==> src/rtl/uart_pkg.sv <==
// Shared types and constants for the UART transmitter, receiver and baud generator.
// Holds FSM state encodings, the oversampling factor and the accumulator sizing helper.
package uart_pkg;

    localparam int OVERSAMPLE = 16;

    typedef enum logic [2:0] {
        TX_IDLE,
        TX_START,
        TX_DATA,
        TX_PARITY,
        TX_STOP
    } tx_state_t;

    typedef enum logic [2:0] {
        RX_IDLE,
        RX_START,
        RX_DATA,
        RX_PARITY,
        RX_STOP
    } rx_state_t;

    // Wide enough to hold acc + increment before the wrap subtraction.
    function automatic int acc_width(input int clk_hz, input int baud);
        return $clog2(clk_hz + OVERSAMPLE * baud) + 1;
    endfunction

endpackage

==> src/rtl/uart_baud_gen.sv <==
// Fractional phase-accumulator generating a 16x-oversample tick with no long-term drift.
// Latency: tick16_o is registered, one cycle after the wrap is detected.
// Backpressure: none, free-running.
module uart_baud_gen
    import uart_pkg::*;
#(
    parameter int CLK_HZ = 68000000,
    parameter int BAUD   = 115200
) (
    input  logic sys_clk_i,
    input  logic sys_rst_i,
    output logic tick16_o
);

    localparam int             W   = acc_width(CLK_HZ, BAUD);
    localparam logic [W-1:0]   INC = W'(OVERSAMPLE * BAUD);
    localparam logic [W-1:0]   LIM = W'(CLK_HZ);

    logic [W-1:0] r_acc;
    logic         r_tick;
    logic [W-1:0] w_sum;

    assign w_sum = r_acc + INC;

    always_ff @(posedge sys_clk_i) begin
        if (sys_rst_i) begin
            r_acc  <= '0;
            r_tick <= 1'b0;
        end else if (w_sum >= LIM) begin
            r_acc  <= w_sum - LIM;
            r_tick <= 1'b1;
        end else begin
            r_acc  <= w_sum;
            r_tick <= 1'b0;
        end
    end

    assign tick16_o = r_tick;

endmodule

==> src/rtl/uart_core.sv <==
// Full-duplex UART, parametrised width/stop bits; even parity when UART_PARITY_EN is defined.
// Latency: TX line falls 1 cycle after accept; rx_valid_o 1 cycle after first stop-bit mid-sample.
// Backpressure: tx_wr_i ignored while tx_busy_o is high; RX has none, each frame overwrites rx_dat_o.
module uart_core
    import uart_pkg::*;
#(
    parameter int CLK_HZ    = 68000000,
    parameter int BAUD      = 115200,
    parameter int DATA_BITS = 8,
    parameter int STOP_BITS = 1
) (
    input  logic                 sys_clk_i,
    input  logic                 sys_rst_i,
    input  logic                 tx_wr_i,
    input  logic [DATA_BITS-1:0] tx_dat_i,
    output logic                 tx_busy_o,
    output logic                 uart_tx_o,
    input  logic                 uart_rx_i,
    output logic [DATA_BITS-1:0] rx_dat_o,
    output logic                 rx_valid_o,
    output logic                 rx_frame_err_o,
    output logic                 rx_parity_err_o
);

    logic w_tick;

    uart_baud_gen #(.CLK_HZ(CLK_HZ), .BAUD(BAUD)) u_baud_gen (
        .sys_clk_i (sys_clk_i),
        .sys_rst_i (sys_rst_i),
        .tick16_o  (w_tick)
    );

    // ---------------- transmitter ----------------
    tx_state_t            r_tx_state;
    logic [3:0]           r_tx_cnt;
    logic [3:0]           r_tx_bit;
    logic [DATA_BITS-1:0] r_tx_shift;
    logic                 r_tx_line;
    logic                 r_tx_busy;
    logic                 w_tx_bit_end;
`ifdef UART_PARITY_EN
    logic                 r_tx_par;
`endif

    assign w_tx_bit_end = w_tick && (r_tx_cnt == 4'd15);

    always_ff @(posedge sys_clk_i) begin
        if (sys_rst_i) begin
            r_tx_state <= TX_IDLE;
            r_tx_cnt   <= '0;
            r_tx_bit   <= '0;
            r_tx_shift <= '0;
            r_tx_line  <= 1'b1;
            r_tx_busy  <= 1'b0;
`ifdef UART_PARITY_EN
            r_tx_par   <= 1'b0;
`endif
        end else if (r_tx_state == TX_IDLE) begin
            if (tx_wr_i) begin
                r_tx_shift <= tx_dat_i;
                r_tx_line  <= 1'b0;
                r_tx_busy  <= 1'b1;
                r_tx_cnt   <= '0;
                r_tx_bit   <= '0;
                r_tx_state <= TX_START;
`ifdef UART_PARITY_EN
                r_tx_par   <= ^tx_dat_i;
`endif
            end
        end else begin
            if (w_tick) r_tx_cnt <= r_tx_cnt + 4'd1;
            if (w_tx_bit_end) begin
                case (r_tx_state)
                    TX_START: begin
                        r_tx_line  <= r_tx_shift[0];
                        r_tx_shift <= r_tx_shift >> 1;
                        r_tx_bit   <= '0;
                        r_tx_state <= TX_DATA;
                    end
                    TX_DATA: begin
                        if (r_tx_bit == 4'(DATA_BITS - 1)) begin
                            r_tx_bit   <= '0;
`ifdef UART_PARITY_EN
                            r_tx_line  <= r_tx_par;
                            r_tx_state <= TX_PARITY;
`else
                            r_tx_line  <= 1'b1;
                            r_tx_state <= TX_STOP;
`endif
                        end else begin
                            r_tx_line  <= r_tx_shift[0];
                            r_tx_shift <= r_tx_shift >> 1;
                            r_tx_bit   <= r_tx_bit + 4'd1;
                        end
                    end
                    TX_PARITY: begin
                        r_tx_line  <= 1'b1;
                        r_tx_state <= TX_STOP;
                    end
                    TX_STOP: begin
                        if (r_tx_bit == 4'(STOP_BITS - 1)) begin
                            r_tx_busy  <= 1'b0;
                            r_tx_state <= TX_IDLE;
                        end else begin
                            r_tx_bit   <= r_tx_bit + 4'd1;
                        end
                    end
                    default: r_tx_state <= TX_IDLE;
                endcase
            end
        end
    end

    assign uart_tx_o = r_tx_line;
    assign tx_busy_o = r_tx_busy;

    // ---------------- receiver ----------------
    logic [1:0]           r_sync;
    logic                 r_rx_prev;
    logic                 w_rx;
    logic                 w_rx_fall;
    rx_state_t            r_rx_state;
    logic [3:0]           r_rx_cnt;
    logic [3:0]           r_rx_bit;
    logic [DATA_BITS-1:0] r_rx_shift;
    logic [DATA_BITS-1:0] r_rx_dat;
    logic                 r_rx_valid;
    logic                 r_rx_ferr;
    logic                 w_rx_mid;
`ifdef UART_PARITY_EN
    logic                 r_rx_par_err;
    logic                 r_rx_perr;
`endif

    assign w_rx      = r_sync[1];
    assign w_rx_fall = r_rx_prev && !w_rx;
    assign w_rx_mid  = w_tick && (r_rx_cnt == 4'd15);

    always_ff @(posedge sys_clk_i) begin
        if (sys_rst_i) begin
            r_sync    <= 2'b11;
            r_rx_prev <= 1'b1;
        end else begin
            r_sync    <= {r_sync[0], uart_rx_i};
            r_rx_prev <= w_rx;
        end
    end

    always_ff @(posedge sys_clk_i) begin
        if (sys_rst_i) begin
            r_rx_state   <= RX_IDLE;
            r_rx_cnt     <= '0;
            r_rx_bit     <= '0;
            r_rx_shift   <= '0;
            r_rx_dat     <= '0;
            r_rx_valid   <= 1'b0;
            r_rx_ferr    <= 1'b0;
`ifdef UART_PARITY_EN
            r_rx_par_err <= 1'b0;
            r_rx_perr    <= 1'b0;
`endif
        end else begin
            r_rx_valid <= 1'b0;
            r_rx_ferr  <= 1'b0;
`ifdef UART_PARITY_EN
            r_rx_perr  <= 1'b0;
`endif
            case (r_rx_state)
                RX_IDLE: begin
                    if (w_rx_fall) begin
                        r_rx_cnt   <= '0;
                        r_rx_state <= RX_START;
                    end
                end
                // Half-bit confirmation rejects glitches shorter than the start bit centre.
                RX_START: begin
                    if (w_tick) begin
                        if (r_rx_cnt == 4'd7) begin
                            r_rx_cnt   <= '0;
                            r_rx_bit   <= '0;
                            r_rx_state <= w_rx ? RX_IDLE : RX_DATA;
                        end else begin
                            r_rx_cnt <= r_rx_cnt + 4'd1;
                        end
                    end
                end
                default: begin
                    if (w_tick) r_rx_cnt <= r_rx_cnt + 4'd1;
                    if (w_rx_mid) begin
                        case (r_rx_state)
                            RX_DATA: begin
                                r_rx_shift <= {w_rx, r_rx_shift[DATA_BITS-1:1]};
                                if (r_rx_bit == 4'(DATA_BITS - 1)) begin
`ifdef UART_PARITY_EN
                                    r_rx_state <= RX_PARITY;
`else
                                    r_rx_state <= RX_STOP;
`endif
                                end else begin
                                    r_rx_bit <= r_rx_bit + 4'd1;
                                end
                            end
`ifdef UART_PARITY_EN
                            RX_PARITY: begin
                                r_rx_par_err <= w_rx ^ (^r_rx_shift);
                                r_rx_state   <= RX_STOP;
                            end
`endif
                            RX_STOP: begin
                                r_rx_dat   <= r_rx_shift;
                                r_rx_valid <= 1'b1;
                                r_rx_ferr  <= !w_rx;
`ifdef UART_PARITY_EN
                                r_rx_perr  <= r_rx_par_err;
`endif
                                r_rx_state <= RX_IDLE;
                            end
                            default: r_rx_state <= RX_IDLE;
                        endcase
                    end
                end
            endcase
        end
    end

    assign rx_dat_o       = r_rx_dat;
    assign rx_valid_o     = r_rx_valid;
    assign rx_frame_err_o = r_rx_ferr;
`ifdef UART_PARITY_EN
    assign rx_parity_err_o = r_rx_perr;
`else
    assign rx_parity_err_o = 1'b0;
`endif

endmodule

==> config.mk <==
export PLATFORM = sky130hd
export DESIGN_NAME = uart_core
export DESIGN_NICKNAME = d
export VERILOG_FILES = /design/src/rtl/uart_pkg.sv /design/src/rtl/uart_baud_gen.sv /design/src/rtl/uart_core.sv
export SDC_FILE = /design/constraint.sdc
export NUM_CORES = 1
export LEC_CHECK = 0
export CAP_MARGIN = 0
export CORE_MARGIN = 8
export CORE_UTILIZATION = 54
export CTS_CLUSTER_SIZE = 20
export DETAILED_ROUTE_END_ITERATION = 7
export MAX_ROUTING_LAYER = met4
export PLACE_DENSITY = 0.84
export SLEW_MARGIN = 10
export SYNTH_ARGS = -nofsm -noshare
export SYNTH_HDL_FRONTEND = slang
export SYNTH_SLANG_ARGS = --single-unit
==> constraint.sdc <==
create_clock -name sys_clk_i -period 2.7 [get_ports sys_clk_i]
set_input_delay 0.54 -clock sys_clk_i [delete_from_list [all_inputs] [get_ports sys_clk_i]]
set_output_delay 0.54 -clock sys_clk_i [all_outputs]
set_load 0.01 [all_outputs]
**Word-level counts from Yosys, hierarchy flattened**

Cells that the tools add are included.
W data, S select, Z words.

- Order comparisons: 1
- Muxes and demuxes: 51
- Reduce and logical (&&, ||, !) cells: 32
- Bitwise logic cells: 4
- Eq/ne operators: 22
- Add/subtract/negate cells: 6

Operator list:

| kind | number |
|---|---|
| $mux W4 | 16 |
| $mux W3 | 11 |
| $mux W8 | 4 |
| $add A28 B21 Y28 const B | 1 |
| $ge A28 B27 Y1 const B | 1 |
| $mux W28 | 1 |
| $sub A28 B27 Y28 const B | 1 |
| $add A4 B1 Y4 const B | 4 |
| $pmux W4 S2 | 2 |
| $pmux W8 S2 | 1 |
| $reduce_and A4 Y1 | 4 |
| $reduce_bool A2 Y1 | 7 |
| $eq A4 B3 Y1 const B | 3 |
| $ne A3 B3 Y1 const B | 4 |
| $pmux W3 S4 | 1 |
| $pmux W4 S3 | 1 |
| $reduce_and A3 Y1 | 4 |
| $mux W1 | 11 |
| $eq A3 B2 Y1 const B | 3 |
| $eq A4 B4 Y1 const B | 2 |
| $reduce_bool A4 Y1 | 2 |
| $eq A3 B1 Y1 const B | 2 |
| $eq A3 B3 Y1 const B | 2 |
| $logic_not A3 Y1 | 2 |
| other kinds (17) | 26 |

- Flip-flop bits (word level): 82
- Input bits: 12
- Logic and storage cells: 133

**Logic depth before layout (Yosys ltp)**

Gate-level depths: netlist of run 1.

- Depth after elaboration: 5
- Gate-level depth with buffers: 11
- Mapped depth without buffers: 9

**By module**

From an unflattened synthesis of run 1, not the netlist that was laid out.

- Cells, all modules: 490
- Area total of the unflattened synthesis: 4214.0 µm²

By module, submodules not included:

| module | area an instance (µm²) | instances | cells an instance |
|---|---|---|---|
| uart_core | 2489.9 | 1 | 278 |
| uart_baud_gen | 1724.2 | 1 | 212 |

**Worst setup path after synthesis of run 1**

Ideal clock, no wire load.

- Path type: register to register
- Start: register u_baud_gen.r_acc[13]
- End: register u_baud_gen.r_acc[14]
- Slack: 0.103 ns
- Arrival time: 2.476 ns
- Cell stages (with the launch flop): 10
- Clock period less this slack: 2.597 ns
- Required time: 2.579 ns
- Library setup time: 0.121 ns
- Path buffers: 1
- Cell sequence: dfxtp_1 > ha_1 > buf_2 > nand4_1 > o21ai_0 > mux2i_1 > o32a_2 > o41a_2 > o211a_1 > mux2_4

- Cells in the longest elaborated chain, start to end: 3
- Elaborated cells between the ends (all ways): 4

RTL lines:

| what | line | RTL |
|---|---|---|
| from (decl) | uart_baud_gen.sv:19 | `logic [W-1:0] r_acc;` |
| from (signal assigned) | uart_baud_gen.sv:30 | `r_acc <= w_sum - LIM;` |
| from (signal assigned) | uart_baud_gen.sv:33 | `r_acc <= w_sum;` |
| $add A28 B21 Y28 * | uart_baud_gen.sv:23 | `assign w_sum = r_acc + INC;` |
| $sub A28 B27 Y28 / $ge A28 B27 Y1 (equally long branches) | uart_baud_gen.sv:30, uart_baud_gen.sv:29 |  |
| $mux W28 * | uart_baud_gen.sv:29 | `end else if (w_sum >= LIM) begin` |

Every way passes the cells marked *; elsewhere a longest branch is shown, timed or not.
A chain may end at the register's enable or synchronous reset.

**Final worst setup path of run 1**

Same ends and word-level chain as after synthesis.

==> qor.tcl, run 1 <==
set qor(grt_antenna_before_repair) 0
set qor(die_h_um) 101.7
set qor(hold_path_depth) 1
set qor(avgViaCountPerCell) 5.702
set qor(timing.max_cap.violations) 0
set qor(path_class) {flip-flop to flip-flop}
set qor(cp_data_required_time_ns) 2.94
set qor(detailedRoute.firstPassIterationCount) 5
set qor(grt_pass1_wl_mm) 15.44
set qor(synthesis.nets) 489
set qor(sum_of_buffers_and_inverters_on_the_critical_path) 2
set qor(placement.io_buffers) 23
set qor(pin_count_of_the_biggest_net_entering_global_routing) 72
set qor(drt_wl_total_mm) 9.450
set qor(remaining_antenna_violation_count) 0
set qor(dr_total_vias) 3564
set qor(worstHoldStart) {r_sync[0]}
set qor(postSynthCellCount) 468
set qor(core_area_um2) 7176
set qor(power_per_cell_area_nw_per_um2) 507.3
set qor(initial_core_utilization_pct) 55.27
set qor(critical-path-max-stage-delay_ns) 0.49
set qor(yosys_warnings) 0
set qor(boundaryPins) 25
set qor(synth-async-reset-ratio_pct) 0
set qor(ys_seq_area_share_pct) 37.35
set qor(die_x_um) 101.7
set qor(grt_usage_pct) 18.75
set qor(finalCritPeriodShare_pct) 100.7
set qor(flow.area_growth_from_synthesis_pct) 22.21
set qor(critPathLaunchType) {flip-flop}
set qor(final_util_pct) 67.55
set qor(slew-limit-headroom_pct) 52.60
set qor(hold_path_end) {r_sync[1]}
set qor(via_count_of_the_first_global_routing_pass) 3477
set qor(leakagePower_nw) 1.890
set qor(slowest_stage) {sky130_fd_sc_hd__o41a_4}
set qor(reg2reg_from) {u_baud_gen.r_acc[13]}
set qor(mappedNetlistArea_um2) 3966
set qor(hold_viol_final) 0
set qor(synth-edff-count) 0
set qor(share_of_layout_cells_above_drive_strength_1_pct) 20.72
set qor(dr.first_iter.drc_count) 154
set qor(insertedDiodeCount) 0
set qor(worst_setup_hold_path_clk_slew_ns) 0.09
set qor(worst_pin_slew_ns) 0.7111
set qor(crit_family) {compound AO/OA/AOI/OAI gates}
set qor(slew_viol_final) 0
set qor(cp_cell_sequence) {buf_4 > and2_2 > a21oi_2 > nor3b_1 > o32a_2 > buf_4 > o41a_4 > o211a_1 > mux2_4}
set qor(cts_hold_buffers) 0
set qor(ctsRootBufferMaster) {sky130_fd_sc_hd__clkbuf_8}
set qor(period_needed_ns) 2.719
set qor(number_of_different_library_cells_in_the_post_synthesis_netlist) 68
set qor(dominant_register_cell_in_the_synthesized_netlist) {sky130_fd_sc_hd__dfxtp_1}
set qor(worst_r2r_path_depth) 9
set qor(finish.instance_area_um2) 4847
set qor(cp_common_cell) {sky130_fd_sc_hd__buf_4}
set qor(synth.avg_cell_area_um2) 8.475
set qor(htree_levels) 3
set qor(reg2reg_to) {u_baud_gen.r_acc[14]}
set qor(worstSetupEndpointType) {flip-flop}
set qor(tritoncts_clock_tree) {built}
set qor(fp.dieArea_um2) 10340
set qor(min-delay-path-class) {flip-flop to flip-flop}
set qor(dp_hpwl_mm) 6.003
set qor(worstSkewPairLatency_ns) 0.36
set qor(route.detailed.wl_per_inst_um) 15.12
set qor(place.gp.congestion) 0.9540
set qor(dpl-instance-area_um2) 4487
set qor(final_net_count) 542
set qor(row_count) 31
set qor(status) {finished with violations}
set qor(cp_max_fo) 5
set qor(finClkSkew_ns) 0.01059
set qor(timing.final.ws_setup_ns) -0.01930
set qor(worst_ir_drop_on_vdd_mv) 0.4563
set qor(cts_made_buffers) 9
set qor(max_freq_ghz) 0.3677
set qor(cts.path.max_buffers) 2
set qor(remaining_drc_errors) 0
set qor(reg2reg_setup_slack_ns) -0.02
set qor(grt_overflow_total) 0
set qor(timing.final.setup_violations) 1
set qor(ys_seq_elements) 74
set qor(clock_sink_count) 74
set qor(worst_ep_arrival_time_ns) 2.96
set qor(failed_checks) {setup timing}
[sequential cells by signal, summed over array words and instances (netlist names), 2 cells and up]
| name | flops |
|---|---|
| u_baud_gen.r_acc | 20 |
| r_rx_shift | 8 |
| r_tx_shift | 8 |
| rx_dat_o | 8 |
| r_rx_bit | 4 |
| r_rx_cnt | 4 |
| r_tx_bit | 4 |
| r_tx_cnt | 4 |
| r_rx_state | 3 |
| r_tx_state | 3 |
| r_sync | 2 |
[cells in the mapped netlist, types with 8 or more instances]
library cell / number / area, um2
sky130_fd_sc_hd__dfxtp_1: 74 / 1481
sky130_fd_sc_hd__nor2_1: 70 / 262.8
sky130_fd_sc_hd__nand2_1: 46 / 172.7
sky130_fd_sc_hd__a21oi_1: 29 / 145.1
sky130_fd_sc_hd__mux2i_1: 28 / 280.3
sky130_fd_sc_hd__clkbuf_1: 18 / 67.56
sky130_fd_sc_hd__o21ai_0: 15 / 75.07
sky130_fd_sc_hd__nand3_1: 12 / 60.06
sky130_fd_sc_hd__and2_1: 9 / 56.30
sky130_fd_sc_hd__ha_1: 9 / 112.6
sky130_fd_sc_hd__nor2b_1: 9 / 56.30
sky130_fd_sc_hd__xor2_1: 9 / 78.83
sky130_fd_sc_hd__inv_1: 8 / 30.03
sky130_fd_sc_hd__nor3_1: 8 / 40.04
sky130_fd_sc_hd__or2_2: 8 / 50.05
[cell families (layout without fill, tap and decap cells)]
| family | Yosys count | after routing | synth area share [%] |
|---|---|---|---|
| xor gates and xnor gates | 17 | 17 | 4.133 |
| buffers and inverters | 33 | 90 | 3.628 |
| and+or+nand+nor | 206 | 206 | 26.12 |
| adders and majority gates | 9 | 9 | 2.839 |
| AOI/OAI and AO/OA | 91 | 92 | 16.03 |
| DFF | 74 | 74 | 37.35 |
| muxes | 37 | 37 | 9.811 |
| other | 1 | 1 | 0.09455 |
[how the worst max path moves through the flow]
stage	to	depth (start not counted)	slack, ns	start
finish	u_baud_gen.r_acc[14]	9	-0.02	u_baud_gen.r_acc[13]
global route	u_baud_gen.r_acc[14]	9	-0.05	u_baud_gen.r_acc[13]
CTS	u_baud_gen.r_acc[24]	9	0.004	u_baud_gen.r_acc[14]
detailed placement	u_baud_gen.r_acc[24]	8	-0.13	u_baud_gen.r_acc[13]
global placement	u_baud_gen.r_acc[24]	8	-0.05	u_baud_gen.r_acc[13]
floorplan	u_baud_gen.r_acc[14]	9	0.10	u_baud_gen.r_acc[13]
[power breakdown]
part	switching [W]	leakage [nW]	total, W	internal, W
combinational	0.000194	1.18	0.000356	0.000163
sequential	0.0000419	0.603	0.00117	0.00113
clock	0.000483	0.103	0.000928	0.000445
total	0.000718	1.89	0.00246	0.00174
[per-stage QoR]
step | setup TNS (ns) | hold WS [ns] | cells | worst slack (ns) | power, W
after detailed placement | -0.9060 | 0.4009 | 603 | -0.1302 | 0.001529
final | -0.01930 | 0.4227 | 625 | -0.01930 | 0.002459
after global routing | -0.07703 | 0.4509 | 625 | -0.04663 | 0.002555
after floorplan | 0 | 0.3895 | 468 | 0.1025 | 0.001411
after global placement | -0.1832 | 0.3921 | 603 | -0.05385 | 0.001518
after CTS | 0 | 0.4227 | 621 | 0.004143 | 0.002447
[cell usage in the layout, fill, tap and decap left out, types with 3 or more instances in the layout]
cell type,n
sky130_fd_sc_hd__a31oi_1,3
sky130_fd_sc_hd__mux2_2,7
sky130_fd_sc_hd__nor3_1,7
sky130_fd_sc_hd__a211oi_1,6
sky130_fd_sc_hd__xnor2_1,6
sky130_fd_sc_hd__ha_1,8
sky130_fd_sc_hd__nand2b_1,6
sky130_fd_sc_hd__or2_2,8
sky130_fd_sc_hd__nand2_1,45
sky130_fd_sc_hd__dfxtp_1,71
sky130_fd_sc_hd__and2_1,9
sky130_fd_sc_hd__buf_4,42
sky130_fd_sc_hd__clkdlybuf4s50_1,22
sky130_fd_sc_hd__nor2b_1,8
sky130_fd_sc_hd__o21ai_0,13
sky130_fd_sc_hd__inv_1,8
sky130_fd_sc_hd__clkbuf_8,9
sky130_fd_sc_hd__inv_6,3
sky130_fd_sc_hd__nand4_1,7
sky130_fd_sc_hd__o311a_1,3
sky130_fd_sc_hd__xor2_1,9
sky130_fd_sc_hd__a311oi_1,7
sky130_fd_sc_hd__mux2i_1,28
sky130_fd_sc_hd__nor2_1,70
sky130_fd_sc_hd__a21oi_2,4
sky130_fd_sc_hd__nand3_1,12
sky130_fd_sc_hd__a21oi_1,27
sky130_fd_sc_hd__nor3b_1,7
[area by class of cell]
type / instances / area, um2
repair buffers: 66 / 551.8
fillers: 561 / 2328
inverters: 8 / 30.03
clock inverters: 7 / 83.83
well taps: 99 / 123.9
multi-input cells: 362 / 2446
flip-flops and latches: 74 / 1488
clock buffers: 9 / 123.9
[routing by layer]
metal  up-vias  track usage [%]  share of wire (%)
met4         0            7.216                1.8
li1       1766                -                  -
met1      1689            21.52                 44
met3        18            3.505                3.6
met2        91            31.54                 50
met5         -                -                  0
[timing repair]
item,4_1_cts,5_1_grt
setup endpoints to repair,17,18
cloned,1,0
pin swaps,3,8
setup buffers,1,4
resized for setup,8,15
Power figures use the tool's default switching activity.
==> run 2, diff against run 1 <==
- CORE_ASPECT_RATIO: not set -> 1.25
- CORE_UTILIZATION: 54 -> 61
- DONT_BUFFER_PORTS: not set -> 1
- clock period: 2.7 -> 2.95 ns (I/O delays scaled with it)
==> qor.tcl, run 2 (synthesized netlist as in run 1, its figures left out) <==
set qor(grt_pass1_wl_mm) 14.27
set qor(critical-path-max-stage-delay_ns) 0.56
set qor(core_area_um2) 6441
set qor(seq_power_share_pct) 49.0
set qor(final_net_count) 496
set qor(sw_frac_of_total_pct) 26.32
set qor(htree_levels) 3
set qor(switching_power_w) 0.0005805
set qor(dr.first_iter.drc_count) 215
set qor(layout.cells.most_common) {sky130_fd_sc_hd__dfxtp_1}
set qor(status) {finished clean}
set qor(share_of_layout_cells_above_drive_strength_1_pct) 15.63
set qor(cp_max_fo) 8
set qor(sum_of_buffers_and_inverters_on_the_critical_path) 1
set qor(die_x_um) 88.12
set qor(dpl-instance-area_um2) 4089
set qor(p_int_w) 0.001625
set qor(path_class) {flip-flop to flip-flop}
set qor(clock_sink_count) 74
set qor(worst_setup_hold_path_clk_slew_ns) 0.08
set qor(cts_made_buffers) 9
set qor(power_per_cell_area_nw_per_um2) 503.7
set qor(finish.instance_area_um2) 4379
set qor(slew_viol_final) 0
set qor(worst_pin_slew_ns) 0.8926
set qor(route.detailed.wl_per_inst_um) 15.20
set qor(finClkSkew_ns) 0.005269
set qor(cts.path.max_buffers) 2
set qor(dp_hpwl_mm) 5.866
set qor(fp.dieArea_um2) 9354
set qor(hold_viol_final) 0
set qor(leakagePower_nw) 1.679
set qor(cp_cell_sequence) {ha_1 > nand2b_1 > a31oi_1 > o31a_1 > nor3_4 > buf_4 > o41a_2 > o21ai_0 > mux2_2}
set qor(placement.io_buffers) 0
set qor(worstSkewPairLatency_ns) 0.35
set qor(pin_count_of_the_biggest_net_entering_global_routing) 73
set qor(drt_wl_total_mm) 8.619
set qor(grt_usage_pct) 19.27
set qor(grt_overflow_total) 0
set qor(row_count) 33
set qor(worstSetupEndpointType) {flip-flop}
set qor(place.gp.congestion) 0.9289
set qor(grt_antenna_before_repair) 0
set qor(largest-register) {u_baud_gen.r_acc}
set qor(multi_input_gate_area_in_the_final_layout_um2) 2380
set qor(final_cell_mix) {sky130_fd_sc_hd__dfxtp_1 (71), sky130_fd_sc_hd__nor2_1 (70), sky130_fd_sc_hd__nand2_1 (46), sky130_fd_sc_hd__a21oi_1 (29), sky130_fd_sc_hd__mux2i_1 (28)}
set qor(via_count_of_the_first_global_routing_pass) 3270
set qor(detailedRoute.firstPassIterationCount) 4
set qor(fill_cells) 508
set qor(finalCritPeriodShare_pct) 95.75
set qor(slew-limit-headroom_pct) 39.84
set qor(worst_ir_drop_on_vdd_mv) 0.3928
set qor(clock_power_share_pct) 40.0
set qor(tritoncts_clock_tree) {built}
set qor(initial_core_utilization_pct) 61.58
set qor(cp_data_required_time_ns) 3.19
set qor(combinationalPowerShare_pct) 11.0
set qor(crit_family) {compound AO/OA/AOI/OAI gates}
set qor(avgViaCountPerCell) 6.037
set qor(insertedDiodeCount) 0
set qor(critPathLaunchType) {flip-flop}
set qor(dr_total_vias) 3423
set qor(boundaryPins) 25
set qor(seq_area_um2) 1485
set qor(timing.max_cap.violations) 0
set qor(max_freq_ghz) 0.3540
set qor(ctsRootBufferMaster) {sky130_fd_sc_hd__clkbuf_8}
set qor(die_h_um) 106.2
set qor(flow.area_growth_from_synthesis_pct) 10.41
set qor(worst_hold_margin_ns) 0.3047
set qor(remaining_antenna_violation_count) 0
set qor(remaining_drc_errors) 0
set qor(slowest_stage) {sky130_fd_sc_hd__o41a_2}
set qor(min-delay-path-class) {input port to flip-flop}
set qor(largest_register_ffs) 20
set qor(period_needed_ns) 2.825
set qor(worst_ep_arrival_time_ns) 3.07
set qor(timing.final.setup_violations) 0
## run 2: changes by cell type in the layout (fill, tap and decap cells not counted), moves of 2 or more
cell / before / now
sky130_fd_sc_hd__a21oi_1: 27 / 29
sky130_fd_sc_hd__clkdlybuf4s50_1: 22 / 0
sky130_fd_sc_hd__o21ai_0: 13 / 15
sky130_fd_sc_hd__buf_4: 42 / 20
sky130_fd_sc_hd__a21oi_2: 4 / 2
## run 2: metrics by stage
| stage | setup WS [ns] | util (%) | total power, W | TNS, ns | cells |
|---|---|---|---|---|---|
| 5_1_grt | -0.04597 | 67.99 | 0.002291 | -0.04597 | 567 |
| 3_3_place_gp | 0.05010 | 63.48 | 0.001327 | 0 | 547 |
| 4_1_cts | 0.03669 | 67.13 | 0.002218 | 0 | 564 |
| 3_5_place_dp | -0.06810 | 63.48 | 0.001339 | -0.1638 | 547 |
| 6_report | 0.1253 | 67.99 | 0.002206 | 0 | 567 |
| 2_1_floorplan | 0.3525 | - | 0.001291 | 0 | 468 |
## run 2: final timing paths
check                               to                  from  cells past startpoint  slack [ns]
setup / recovery  u_baud_gen.r_acc[10]  u_baud_gen.r_acc[13]                      9        0.13
setup reg to reg  u_baud_gen.r_acc[10]  u_baud_gen.r_acc[13]                      9        0.13
hold reg to reg              r_sync[1]             r_sync[0]                      1        0.43
hold / removal             r_tx_bit[3]             sys_rst_i                      1        0.30
## run 2: power by group through the flow
| stage | clock, W | combinational [W] | sequential, W |
|---|---|---|---|
| 3_5_place_dp | 0 | 0.000237 | 0.00110 |
| 2_1_floorplan | 0 | 0.000204 | 0.00109 |
| 4_1_cts | 0.000901 | 0.000239 | 0.00108 |
| 6_report | 0.000883 | 0.000242 | 0.00108 |
| 5_1_grt | 0.000928 | 0.000274 | 0.00109 |
| 3_3_place_gp | 0 | 0.000227 | 0.00110 |
## run 2: metal layers
layer	routed length (um)	track usage, %	up-vias
li1	-	-	1675
met1	3535	20.58	1628
met2	4401	31.81	96
met3	408	5.247	24
met4	274	9.697	0
met5	0	-	-
## run 2: layout make-up
cell class,instances,area share (%)
sequential,74,33.91
inverter,8,0.6857
clock buffer,9,2.829
tap,87,2.486
multi-input combinational,362,54.34
timing repair buffer,20,3.429
clock inverter,7,2.314
## run 2: worst reg2reg max path, cell delays in order, from the launching register on
cell	delay (ns)
sky130_fd_sc_hd__dfxtp_2	0.37
sky130_fd_sc_hd__ha_1	0.34
sky130_fd_sc_hd__nand2b_1	0.17
sky130_fd_sc_hd__a31oi_1	0.19
sky130_fd_sc_hd__o31a_1	0.23
sky130_fd_sc_hd__nor3_4	0.07
sky130_fd_sc_hd__buf_4	0.18
sky130_fd_sc_hd__o41a_2	0.56
sky130_fd_sc_hd__o21ai_0	0.25
sky130_fd_sc_hd__mux2_2	0.36
## run 2: timing repair
item / in CTS / in global routing
setup endpoints to repair: 6 / 17
pin swaps: 1 / 3
resized for setup: 1 / 6
setup buffers: 1 / 2
hold buffers: 0 / 0
cloned: 0 / 1
==> run 3, diff against run 2 <==
- CORE_MARGIN: 8 -> not set
==> qor.tcl, run 3 (synthesized netlist as in run 1, its figures left out) <==
set qor(place.gp.congestion) 0.9117
set qor(boundaryPins) 25
set qor(final_net_count) 495
set qor(remaining_antenna_violation_count) 0
set qor(placement.io_buffers) 0
set qor(finish.instance_area_um2) 4365
set qor(power_per_cell_area_nw_per_um2) 494.4
set qor(min-delay-path-class) {input port to flip-flop}
set qor(grt_pass1_wl_mm) 14.09
set qor(status) {finished clean}
set qor(pin_count_of_the_biggest_net_entering_global_routing) 73
set qor(worst_setup_hold_path_clk_slew_ns) 0.09
set qor(tritoncts_clock_tree) {built}
set qor(timing.final.setup_violations) 0
set qor(grt_setup_unrepaired) {false}
set qor(initial_core_utilization_pct) 63.91
set qor(worstSkewPairLatency_ns) 0.36
set qor(critical-path-max-stage-delay_ns) 0.57
set qor(layout.cells.most_common) {sky130_fd_sc_hd__dfxtp_1}
set qor(finClkSkew_ns) 0.01083
set qor(share_of_layout_cells_above_drive_strength_1_pct) 15.24
set qor(route.detailed.wl_per_inst_um) 14.93
set qor(grt_usage_pct) 27.34
set qor(path_class) {flip-flop to flip-flop}
set qor(slew-limit-headroom_pct) 49.73
set qor(cp_cell_sequence) {ha_4 > nor2b_1 > nor2_1 > or4_1 > nor4_4 > buf_4 > o41ai_4 > a211oi_1 > mux2_2}
set qor(clock_sink_count) 74
set qor(leakagePower_nw) 1.674
set qor(cts.path.max_buffers) 2
set qor(flow.area_growth_from_synthesis_pct) 10.06
set qor(cp_max_fo) 8
set qor(avgViaCountPerCell) 5.975
set qor(critPathLaunchType) {flip-flop}
set qor(ctsRootBufferMaster) {sky130_fd_sc_hd__clkbuf_8}
set qor(drt_wl_total_mm) 8.419
set qor(dr.first_iter.drc_count) 205
set qor(cp_data_required_time_ns) 3.21
set qor(htree_levels) 3
set qor(max_freq_ghz) 0.3570
set qor(worst_hold_margin_ns) 0.3032
set qor(worstSetupEndpointType) {flip-flop}
set qor(via_count_of_the_first_global_routing_pass) 3230
set qor(worst_pin_slew_ns) 0.7435
set qor(period_needed_ns) 2.801
set qor(largest_register_ffs) 20
set qor(worst_ep_arrival_time_ns) 3.06
set qor(worst_ir_drop_on_vdd_mv) 0.4614
set qor(largest-register) {u_baud_gen.r_acc}
set qor(die_h_um) 92.16
set qor(dr_total_vias) 3370
set qor(insertedDiodeCount) 0
set qor(cts_hold_buffers) 0
set qor(slew_viol_final) 0
set qor(dpl-instance-area_um2) 4086
set qor(crit_family) {simple AND/OR/NAND/NOR gates}
set qor(fp.dieArea_um2) 6831
set qor(die_x_um) 74.12
set qor(detailedRoute.firstPassIterationCount) 4
set qor(row_count) 32
set qor(dp_hpwl_mm) 5.744
set qor(sum_of_buffers_and_inverters_on_the_critical_path) 1
set qor(finalCritPeriodShare_pct) 94.95
set qor(cts_made_buffers) 9
set qor(grt_antenna_before_repair) 0
set qor(final_cell_mix) {sky130_fd_sc_hd__dfxtp_1 (72), sky130_fd_sc_hd__nor2_1 (70), sky130_fd_sc_hd__nand2_1 (46), sky130_fd_sc_hd__a21oi_1 (29), sky130_fd_sc_hd__mux2i_1 (28)}
set qor(worstHoldStart) {sys_rst_i}
set qor(reg2reg_from) {u_baud_gen.r_acc[13]}
set qor(hold_viol_final) 0
set qor(core_area_um2) 6206
set qor(grt_overflow_total) 0
set qor(remaining_drc_errors) 0
set qor(slowest_stage) {sky130_fd_sc_hd__or4_1}
set qor(crit_path_start) {u_baud_gen.r_acc[13]}
set qor(timing.max_cap.violations) 0
[run 3: per-layer routing]
| metal | vias to the layer above | wire [um] | global-route usage (%) |
|---|---|---|---|
| li1 | 1671 | - | - |
| met1 | 1598 | 3546 | 30.75 |
| met2 | 82 | 4313 | 44.47 |
| met3 | 19 | 350 | 6.703 |
| met4 | 0 | 209 | 13.30 |
| met5 | - | 0 | - |
[run 3: power by group]
group	internal [W]	total, W	leakage (nW)	switching, W
sequential	0.00104	0.00108	0.602	0.0000444
combinational	0.000106	0.000245	0.968	0.000140
clock	0.000408	0.000832	0.104	0.000424
[run 3: repair_timing]
item | in CTS | in global routing
pin swaps | 1 | 1
resized for setup | 1 | 6
buffers inserted | 0 | 2
gates cloned | 1 | 0
endpoints found under the setup margin | 6 | 10
endpoints found under the hold margin | 0 | 0
[run 3: cell type report]
cell class | instances | area [um2]
well taps | 85 | 106.4
repair buffers | 19 | 142.6
clock buffers | 9 | 123.9
clock inverters | 7 | 86.33
multi-input cells | 362 | 2392
flip-flops and latches | 74 | 1484
inverters | 8 | 30.03
fillers | 468 | 1841
[run 3: final timing paths]
check / endpoint / slack, ns / cells after the start
min reg2reg: r_sync[1] / 0.42 / 1
min: tx_busy_o / 0.30 / 1
max reg2reg: u_baud_gen.r_acc[24] / 0.15 / 9
max: u_baud_gen.r_acc[24] / 0.15 / 9
[run 3: worst register-to-register path: cells and delay by family (launching register included)]
| kind | cells | cell delay, ns |
|---|---|---|
| adders and majority gates | 1 | 0.21 |
| AOI/OAI and AO/OA | 2 | 0.49 |
| DFF | 1 | 0.42 |
| and+or+nand+nor | 4 | 1.05 |
| muxes | 1 | 0.37 |
| buffers and inverters | 1 | 0.18 |
[run 3: through the flow]
| stage | worst slack [ns] | TNS, ns | power, W | utilization [%] | instances |
|---|---|---|---|---|---|
| global route | 0.03043 | 0 | 0.002259 | 70.34 | 564 |
| floorplan | 0.3525 | 0 | 0.001291 | - | 468 |
| detailed placement | -0.07492 | -0.2816 | 0.001338 | 65.85 | 545 |
| finish | 0.1489 | 0 | 0.002158 | 70.34 | 564 |
| CTS | 0.03525 | 0 | 0.002162 | 69.54 | 562 |
| global placement | 0.07453 | 0 | 0.001327 | 65.85 | 545 |
